$ cat config.mk
export PLATFORM = sky130hd
export DESIGN_NAME = calc_engine_mux
export DESIGN_NICKNAME = d
export VERILOG_FILES = /design/src/rtl/calc_engine_mux.sv
export SDC_FILE = /design/constraint.sdc
export NUM_CORES = 1
export LEC_CHECK = 0
export ABC_AREA = 0
export BUFFER_PORTS_ARGS = -buffer_cell sky130_fd_sc_hd__buf_2
export CELL_PAD_IN_SITES_DETAIL_PLACEMENT = 2
export CELL_PAD_IN_SITES_GLOBAL_PLACEMENT = 2
export CORE_UTILIZATION = 44
export DETAILED_ROUTE_END_ITERATION = 12
export PLACE_DENSITY = 0.94
export SLEW_MARGIN = 20
export SYNTH_ARGS = -nofsm -noshare
export SYNTH_HDL_FRONTEND = slang
export SYNTH_SLANG_ARGS = --single-unit
$ cat constraint.sdc
create_clock -name clk -period 9.2 [get_ports clk]
set_input_delay 0.46 -clock clk [delete_from_list [all_inputs] [get_ports clk]]
set_output_delay 0.46 -clock clk [all_outputs]
set_load 0.02 [all_outputs]
$ cat src/rtl/calc_engine_mux.sv
// Multi-cycle calculator: debounced operand/op buttons, add/sub/mul/fixed-point divide,
// iterative double-dabble to BCD and a scanned active-low 7-segment display.

module calc_debounce #(
    parameter int CYCLES = 20000
) (
    input  logic clk,
    input  logic rst_n,
    input  logic btn,
    output logic press
);
    localparam int CW = $clog2(CYCLES + 1);

    logic [1:0]    sync;
    logic [CW-1:0] cnt;

    // Count saturates at CYCLES so a held button fires exactly once until released
    always_ff @(posedge clk or negedge rst_n) begin
        if (!rst_n) begin
            sync  <= 2'b11;
            cnt   <= '0;
            press <= 1'b0;
        end else begin
            sync  <= {sync[0], btn};
            press <= 1'b0;
            if (sync[1]) begin
                cnt <= '0;
            end else if (cnt != CW'(CYCLES)) begin
                cnt   <= cnt + 1'b1;
                press <= (cnt == CW'(CYCLES - 1));
            end
        end
    end
endmodule

module calc_engine_mux #(
    parameter int IN_WIDTH        = 4,
    parameter int NUM_DIGITS      = 4,
    parameter int FRAC_DIGITS     = 2,
    parameter int DEBOUNCE_CYCLES = 20000,
    parameter int REFRESH_CYCLES  = 50000,
    parameter int HOLD_RESULT     = 1
) (
    input  logic                  clk,
    input  logic                  rst_n,
    input  logic [IN_WIDTH-1:0]   in_number,
    input  logic [1:0]            key,
    input  logic [3:0]            arif,
    output logic [NUM_DIGITS-1:0] anodes,
    output logic [7:0]            segments,
    output logic [2:0]            led,
    output logic                  busy
);
    localparam int MAG_W   = 2 * IN_WIDTH + 4 * FRAC_DIGITS;
    localparam int BCD_DIG = (MAG_W + 2) / 3;
    localparam int PAD_DIG = (BCD_DIG > NUM_DIGITS) ? BCD_DIG : NUM_DIGITS;
    localparam int CNT_W   = $clog2(MAG_W + 1);
    localparam int REF_W   = $clog2(REFRESH_CYCLES + 1);
    localparam int IDX_W   = $clog2(NUM_DIGITS);
    localparam bit DP_OK   = (FRAC_DIGITS > 0) && (FRAC_DIGITS < NUM_DIGITS);
    localparam logic [CNT_W-1:0] LAST = CNT_W'(MAG_W - 1);

    function automatic longint pow10(input int n);
        longint p;
        p = 1;
        for (int i = 0; i < n; i++) p = p * 10;
        return p;
    endfunction

    localparam logic [MAG_W-1:0] SCALE = MAG_W'(pow10(FRAC_DIGITS));

    function automatic logic [7:0] seg7(input logic [3:0] d);
        case (d)
            4'd0:    return 8'hC0;
            4'd1:    return 8'hF9;
            4'd2:    return 8'hA4;
            4'd3:    return 8'hB0;
            4'd4:    return 8'h99;
            4'd5:    return 8'h92;
            4'd6:    return 8'h82;
            4'd7:    return 8'hF8;
            4'd8:    return 8'h80;
            4'd9:    return 8'h90;
            default: return 8'hFF;
        endcase
    endfunction

    typedef enum logic [2:0] {ENTRY, CALC, DIV, BCD, RESULT} state_t;

    // Button events: [1:0] keys, [5:2] ops
    logic [5:0] btn_all;
    logic [5:0] ev;
    assign btn_all = {arif, key};

    for (genvar gi = 0; gi < 6; gi++) begin : g_db
        calc_debounce #(.CYCLES(DEBOUNCE_CYCLES)) u_db (
            .clk   (clk),
            .rst_n (rst_n),
            .btn   (btn_all[gi]),
            .press (ev[gi])
        );
    end

    logic       key_ev;
    logic       op_ev;
    logic [1:0] op_sel;
    assign key_ev = |ev[1:0];

    always_comb begin
        op_ev  = |ev[5:2];
        op_sel = 2'd0;
        for (int i = 3; i >= 0; i--) if (ev[2+i]) op_sel = 2'(i);
    end

    state_t                          state;
    logic [IN_WIDTH-1:0]             a, b, src, live;
    logic [1:0]                      op;
    logic                            neg, err, conv_run;
    logic [MAG_W-1:0]                q, bin_sr;
    logic [IN_WIDTH-1:0]             r;
    logic [4*BCD_DIG-1:0]            bcd_sr, bcd_adj, bcd_next;
    logic [4*PAD_DIG-1:0]            bcd_pad;
    logic [CNT_W-1:0]                cnt;
    logic [NUM_DIGITS-1:0][3:0]      disp_dig;
    logic                            disp_neg, disp_err, disp_dp;

    assign live = ~in_number;

    // Double-dabble step: add 3 to every digit >= 5, then shift in the next binary bit
    always_comb begin
        bcd_adj = bcd_sr;
        for (int i = 0; i < BCD_DIG; i++)
            if (bcd_sr[4*i +: 4] >= 4'd5) bcd_adj[4*i +: 4] = bcd_sr[4*i +: 4] + 4'd3;
    end
    assign bcd_next = {bcd_adj[4*BCD_DIG-2:0], bin_sr[MAG_W-1]};
    assign bcd_pad  = (4*PAD_DIG)'(bcd_next);

    // Overflow means a nonzero digit beyond what the display can hold
    logic ovf_pos, ovf_neg;
    always_comb begin
        ovf_pos = 1'b0;
        ovf_neg = 1'b0;
        for (int i = 0; i < BCD_DIG; i++) begin
            if (bcd_next[4*i +: 4] != 4'd0) begin
                if (i >= NUM_DIGITS)     ovf_pos = 1'b1;
                if (i >= NUM_DIGITS - 1) ovf_neg = 1'b1;
            end
        end
    end

    // Sign-magnitude result; for divide this is the scaled dividend
    logic [MAG_W-1:0] calc_mag;
    logic             calc_neg;
    always_comb begin
        calc_mag = '0;
        calc_neg = 1'b0;
        case (op)
            2'd0: calc_mag = MAG_W'(a) + MAG_W'(b);
            2'd1: begin
                if (a >= b) begin
                    calc_mag = MAG_W'(a - b);
                end else begin
                    calc_mag = MAG_W'(b - a);
                    calc_neg = 1'b1;
                end
            end
            2'd2:    calc_mag = MAG_W'(a) * MAG_W'(b);
            default: calc_mag = MAG_W'(a) * SCALE;
        endcase
    end

    logic [IN_WIDTH:0] div_try;
    logic              div_ge;
    assign div_try = {r, q[MAG_W-1]};
    assign div_ge  = (div_try >= {1'b0, b});

    always_ff @(posedge clk or negedge rst_n) begin
        if (!rst_n) begin
            state    <= ENTRY;
            a        <= '0;
            b        <= '0;
            src      <= '0;
            op       <= 2'd0;
            led      <= 3'b110;
            busy     <= 1'b0;
            neg      <= 1'b0;
            err      <= 1'b0;
            conv_run <= 1'b0;
            q        <= '0;
            r        <= '0;
            bin_sr   <= '0;
            bcd_sr   <= '0;
            cnt      <= '0;
            disp_dig <= '0;
            disp_neg <= 1'b0;
            disp_err <= 1'b0;
            disp_dp  <= 1'b0;
        end else begin
            case (state)
                ENTRY, RESULT: begin
                    if (key_ev) begin
                        if (ev[0]) begin a <= live; led <= 3'b101; end
                        if (ev[1]) begin b <= live; led <= 3'b011; end
                        state    <= ENTRY;
                        conv_run <= 1'b0;
                    end else if (op_ev) begin
                        op       <= op_sel;
                        led      <= 3'b110;
                        busy     <= 1'b1;
                        state    <= CALC;
                        conv_run <= 1'b0;
                    end else if (state == RESULT) begin
                        if (HOLD_RESULT == 0 && arif[op]) state <= ENTRY;
                    end else if (!conv_run || live != src) begin
                        // A switch change restarts the live conversion immediately
                        src      <= live;
                        bin_sr   <= MAG_W'(live);
                        bcd_sr   <= '0;
                        cnt      <= '0;
                        conv_run <= 1'b1;
                    end else begin
                        bin_sr <= bin_sr << 1;
                        bcd_sr <= bcd_next;
                        cnt    <= cnt + 1'b1;
                        if (cnt == LAST) begin
                            conv_run <= 1'b0;
                            disp_neg <= 1'b0;
                            disp_err <= 1'b0;
                            disp_dp  <= 1'b0;
                            for (int i = 0; i < NUM_DIGITS; i++) disp_dig[i] <= bcd_pad[4*i +: 4];
                        end
                    end
                end
                CALC: begin
                    neg <= calc_neg;
                    err <= 1'b0;
                    cnt <= '0;
                    if (op == 2'd3 && b == '0) begin
                        err    <= 1'b1;
                        bin_sr <= '0;
                        bcd_sr <= '0;
                        state  <= BCD;
                    end else if (op == 2'd3) begin
                        q     <= calc_mag;
                        r     <= '0;
                        state <= DIV;
                    end else begin
                        bin_sr <= calc_mag;
                        bcd_sr <= '0;
                        state  <= BCD;
                    end
                end
                DIV: begin
                    q   <= {q[MAG_W-2:0], div_ge};
                    r   <= div_ge ? IN_WIDTH'(div_try - {1'b0, b}) : div_try[IN_WIDTH-1:0];
                    cnt <= cnt + 1'b1;
                    if (cnt == LAST) begin
                        bin_sr <= {q[MAG_W-2:0], div_ge};
                        bcd_sr <= '0;
                        cnt    <= '0;
                        state  <= BCD;
                    end
                end
                BCD: begin
                    bin_sr <= bin_sr << 1;
                    bcd_sr <= bcd_next;
                    cnt    <= cnt + 1'b1;
                    if (cnt == LAST) begin
                        state    <= RESULT;
                        busy     <= 1'b0;
                        disp_err <= err | (neg ? ovf_neg : ovf_pos);
                        disp_neg <= neg;
                        disp_dp  <= (op == 2'd3);
                        for (int i = 0; i < NUM_DIGITS; i++) disp_dig[i] <= bcd_pad[4*i +: 4];
                    end
                end
                default: state <= ENTRY;
            endcase
        end
    end

    // Digit scan; anodes and segments share one register stage so they always agree
    logic [REF_W-1:0] ref_cnt;
    logic [IDX_W-1:0] idx;
    logic [7:0]       seg_cur;

    always_comb begin
        seg_cur = seg7(disp_dig[idx]);
        if (disp_err)
            seg_cur = (idx == '0) ? 8'h86 : 8'hC0;
        else if (disp_neg && idx == IDX_W'(NUM_DIGITS - 1))
            seg_cur = 8'hBF;
        else if (DP_OK && disp_dp && idx == IDX_W'(FRAC_DIGITS))
            seg_cur[7] = 1'b0;
    end

    always_ff @(posedge clk or negedge rst_n) begin
        if (!rst_n) begin
            ref_cnt  <= '0;
            idx      <= '0;
            anodes   <= '1;
            segments <= 8'hFF;
        end else begin
            if (ref_cnt == REF_W'(REFRESH_CYCLES - 1)) begin
                ref_cnt <= '0;
                idx     <= (idx == IDX_W'(NUM_DIGITS - 1)) ? '0 : idx + 1'b1;
            end else begin
                ref_cnt <= ref_cnt + 1'b1;
            end
            anodes   <= ~(NUM_DIGITS'(1) << idx);
            segments <= seg_cur;
        end
    end
endmodule
==> qor.csv <==
stage,metric,value,unit
logic_synthesis,Synth Warn #,0,
sta,Final setup viols,0,
sta,Hold WS,0.226,ns
hold_path,Hold/Removal Path Class,in -> reg,
clocking,clk sinks,246,
global_routing,vias in the first global route,13900,
logic_synthesis,synthesized net count,1531,
die,io pins,28,
clocking,"Clk Latency, worst-skew pair",0.57,ns
drt,via count,12100,
sta,RSZ-0062 raised after global routing,no,
logic_synthesis,"EDFF count, synth",0,
clocking,CTS tree,built,
logic_synthesis,main flop type after synthesis,dfrtp_1,
power,PwrDens,170,nW/um2
setup_path,CP max stage cell,dfrtp_1,
setup_path,r2r setup slk,5.27,ns
setup_path,WP buf/inv,1,
setup_path,Worst path depth,11,
global_routing,antenna violations before repair,0,
setup_path,crit path kind,reg -> reg,
drt,Avg WL per Cell,29.6,um
sta,maximum clock frequency,0.254,GHz
placed_design,dpl cell area,13900,um2
logic_synthesis,top-count cell post-synth,dfrtp_1,
placed_design,hpwl dp,31600,um
sta,Tightest Pin Transition,1.04,ns
global_routing,GR Overflow Total,0,
layout,area grow syn2layout,12.4,%
die,core area,29800,um2
setup_path,origin of the critical flop-to-flop path,a[1],
clocking,Max clock buf depth,3,
clocking,CTS Buf Count,29,
layout,non-filler instance count after layout,1870,
placed_design,GP Congestion,0.884,
layout,nets,1552,
global_routing,first-pass GRT wire length,86700,um
clocking,Post-CTS Resized,0,
sta,Final Hold Viols,0,
drt,vias per cell,6.45,
layout,share of post-route cells with drive strength above 1,9.32,%
setup_path,crit-path max FO,11,
die,DIE AREA,31200,um2
logic_synthesis,post-synth top area cell,dfrtp_1,
drt,Routed WL,55400,um
clocking,root buf cell,clkbuf_16,
setup_path,worst flop-to-flop path endpoint,bin_sr[7],
setup_path,critical path required time,9.64,ns
outcome,status,"complete, no violations",
setup_path,Worst EP arrival,4.37,ns
layout,Util after Layout,50.6,%
setup_path,Slowest Stage Delay on Critical Path,0.67,ns
layout,ant diodes,0,
setup_path,Reg2Reg Depth,11,
setup_path,Setup crit end kind,flop,
sta,setup_tns,0,ns
logic_synthesis,Async SR Flop Fraction,100,%
placed_design,DP Cell Count,1809,
layout,final instance area,15100,um2
setup_path,Crit path max-delay family,adder cells,
logic_synthesis,top cell type's share of synthesized area,41.0,%
logic_synthesis,post-synthesis sequential area ratio,46.1,%
sta,period utilization,42.7,%
logic_synthesis,Mapped Cells,1436,
sta,clock skew,0.0213,ns
power,Pleak,6.61,nW
global_routing,largest net degree at the start of global routing,102,
drt,DRT Pass-1 Iters,5,
placed_design,IO buf count,27,
logic_synthesis,Commonest cells post-synth,"dfrtp_1, nor2_1, nand2_1, a21oi_1, o21ai_0",
hold_path,Worst Min Path Start,in_number[3],
drt,DRC,0,
setup_path,startpoint types,flop,
setup_path,CP endpoint,bin_sr[7],
die,die width,177,um
die,Die Y,177,um
drt,DRT antenna net count,0,
global_routing,GRT Overall Usage,36.6,%
logic_synthesis,Synth cell types,72,
logic_synthesis,largest cells by area after synthesis,"dfrtp_1, ha_1, nor2_1",
clocking,H-Tree Depth,1,
drt,starting DRC count in detailed routing,788,
power,worst vdd ir,0.174,mV
clocking,"CTS clk-pin slew, worst paths",0.06,ns
logic_synthesis,synthesized flop and latch total,246,
logic_synthesis,Post-Syn Area,13400,um2
die,Starting Density,45.0,%
flow_run,max cap viols,0,
die,Rows,63,
logic_synthesis,Syn Area/Cell,9.35,um2
setup_path,CP cell instances,"nand2_1, fa_1, inv_1, fa_1, ha_1, a21oi_1, a21boi_0, or4_1, a31o_2, o2111ai_1, a21oi_1",
sta,fin. max-slew vios,0,
setup_path,worst setup path start,a[1],
sta,max_slew headroom,30.9,%
sta,crit path time final,3.93,ns
-- cells in the final DEF, fill, tap and decap left out, types with 9 or more instances in the layout --
master,count
dfrtp_1,220
nor2_1,183
nand2_1,141
a21oi_1,96
o21ai_0,88
nand3_1,75
inv_1,74
ha_1,74
xor2_1,61
xnor2_1,33
clkbuf_16,29
dfstp_2,26
buf_2,26
nor3_1,23
nand4_1,21
or3_1,20
nand2b_1,18
nor2b_1,14
and3_1,13
o31ai_1,13
mux2i_1,12
clkbuf_8,12
o22ai_1,11
a21o_1,10
nor4_1,9
nor3b_1,9
a221o_1,9
o21ai_1,9
fa_1,9
-- layout make-up --
class	count	area [um2]
Multi-Input combinational cell	1067	6770
Fill cell	3060	14700
Clock inverter	12	216
Timing Repair Buffer	39	256
Clock buffer	42	895
Tap cell	390	488
Inverter	74	278
Sequential cell	246	6190
-- how the worst min path moves through the flow --
stage	slack, ns	end	depth (start not counted)
2_1_floorplan	0.16	a[0]	0
3_3_place_gp	0.35	g_db[0].u_db.sync[1]	0
3_5_place_dp	0.35	g_db[4].u_db.sync[1]	0
4_1_cts	0.20	src[3]	2
5_1_grt	0.21	src[3]	2
6_report	0.23	src[3]	2
-- cell families after synthesis --
| kind of cell | count (synthesis) | synth area share [%] |
|---|---|---|
| xor+xnor | 94 | 6.13 |
| buf+inv | 123 | 3.56 |
| flops | 246 | 46.1 |
| simple gates | 561 | 19.8 |
| mux | 20 | 1.90 |
| fa+ha+maj | 83 | 8.24 |
| compound gates | 309 | 14.3 |
-- routing by layer --
| layer | routed length, um | up-vias | track usage, % |
|---|---|---|---|
| li1 | - | 5048 | - |
| met1 | 20700 | 6286 | 41.0 |
| met2 | 28700 | 490 | 65.6 |
| met3 | 2360 | 229 | 5.09 |
| met4 | 3630 | 0 | 22.4 |
| met5 | 0 | - | 0 |
-- state kept, by name, indices dropped and copies added, names as in the netlist, 5 cells and up --
register	count
ref_cnt	16
q	16
segments	8
cnt	5
g_db.u_db.cnt	90
bin_sr	16
bcd_sr	24
g_db.u_db.press	6
disp_dig	16
g_db.u_db.sync	12
-- power by group --
part / internal [W] / switching (W) / total, W
Clock: 0.000840 / 0.000514 / 0.00135
Sequential: 0.00110 / 0.0000246 / 0.00112
Combinational: 0.0000237 / 0.0000669 / 0.0000906
Total: 0.00196 / 0.000606 / 0.00257
-- timing repair --
| item | CTS | global route |
|---|---|---|
| endpoints found under the hold margin | 33 | 0 |
| setup buffers | 0 | 0 |
| setup endpoints to repair | 0 | 0 |
| hold buffers | 7 | 0 |
-- stage by stage --
step	setup slack [ns]	total power (W)
after global routing	5.11	0.00262
final	5.27	0.00257
after global placement	5.72	0.00121
after floorplan	5.93	0.00117
after CTS	5.29	0.00258
after detailed placement	5.50	0.00122
Power figures use the tool's default switching activity.
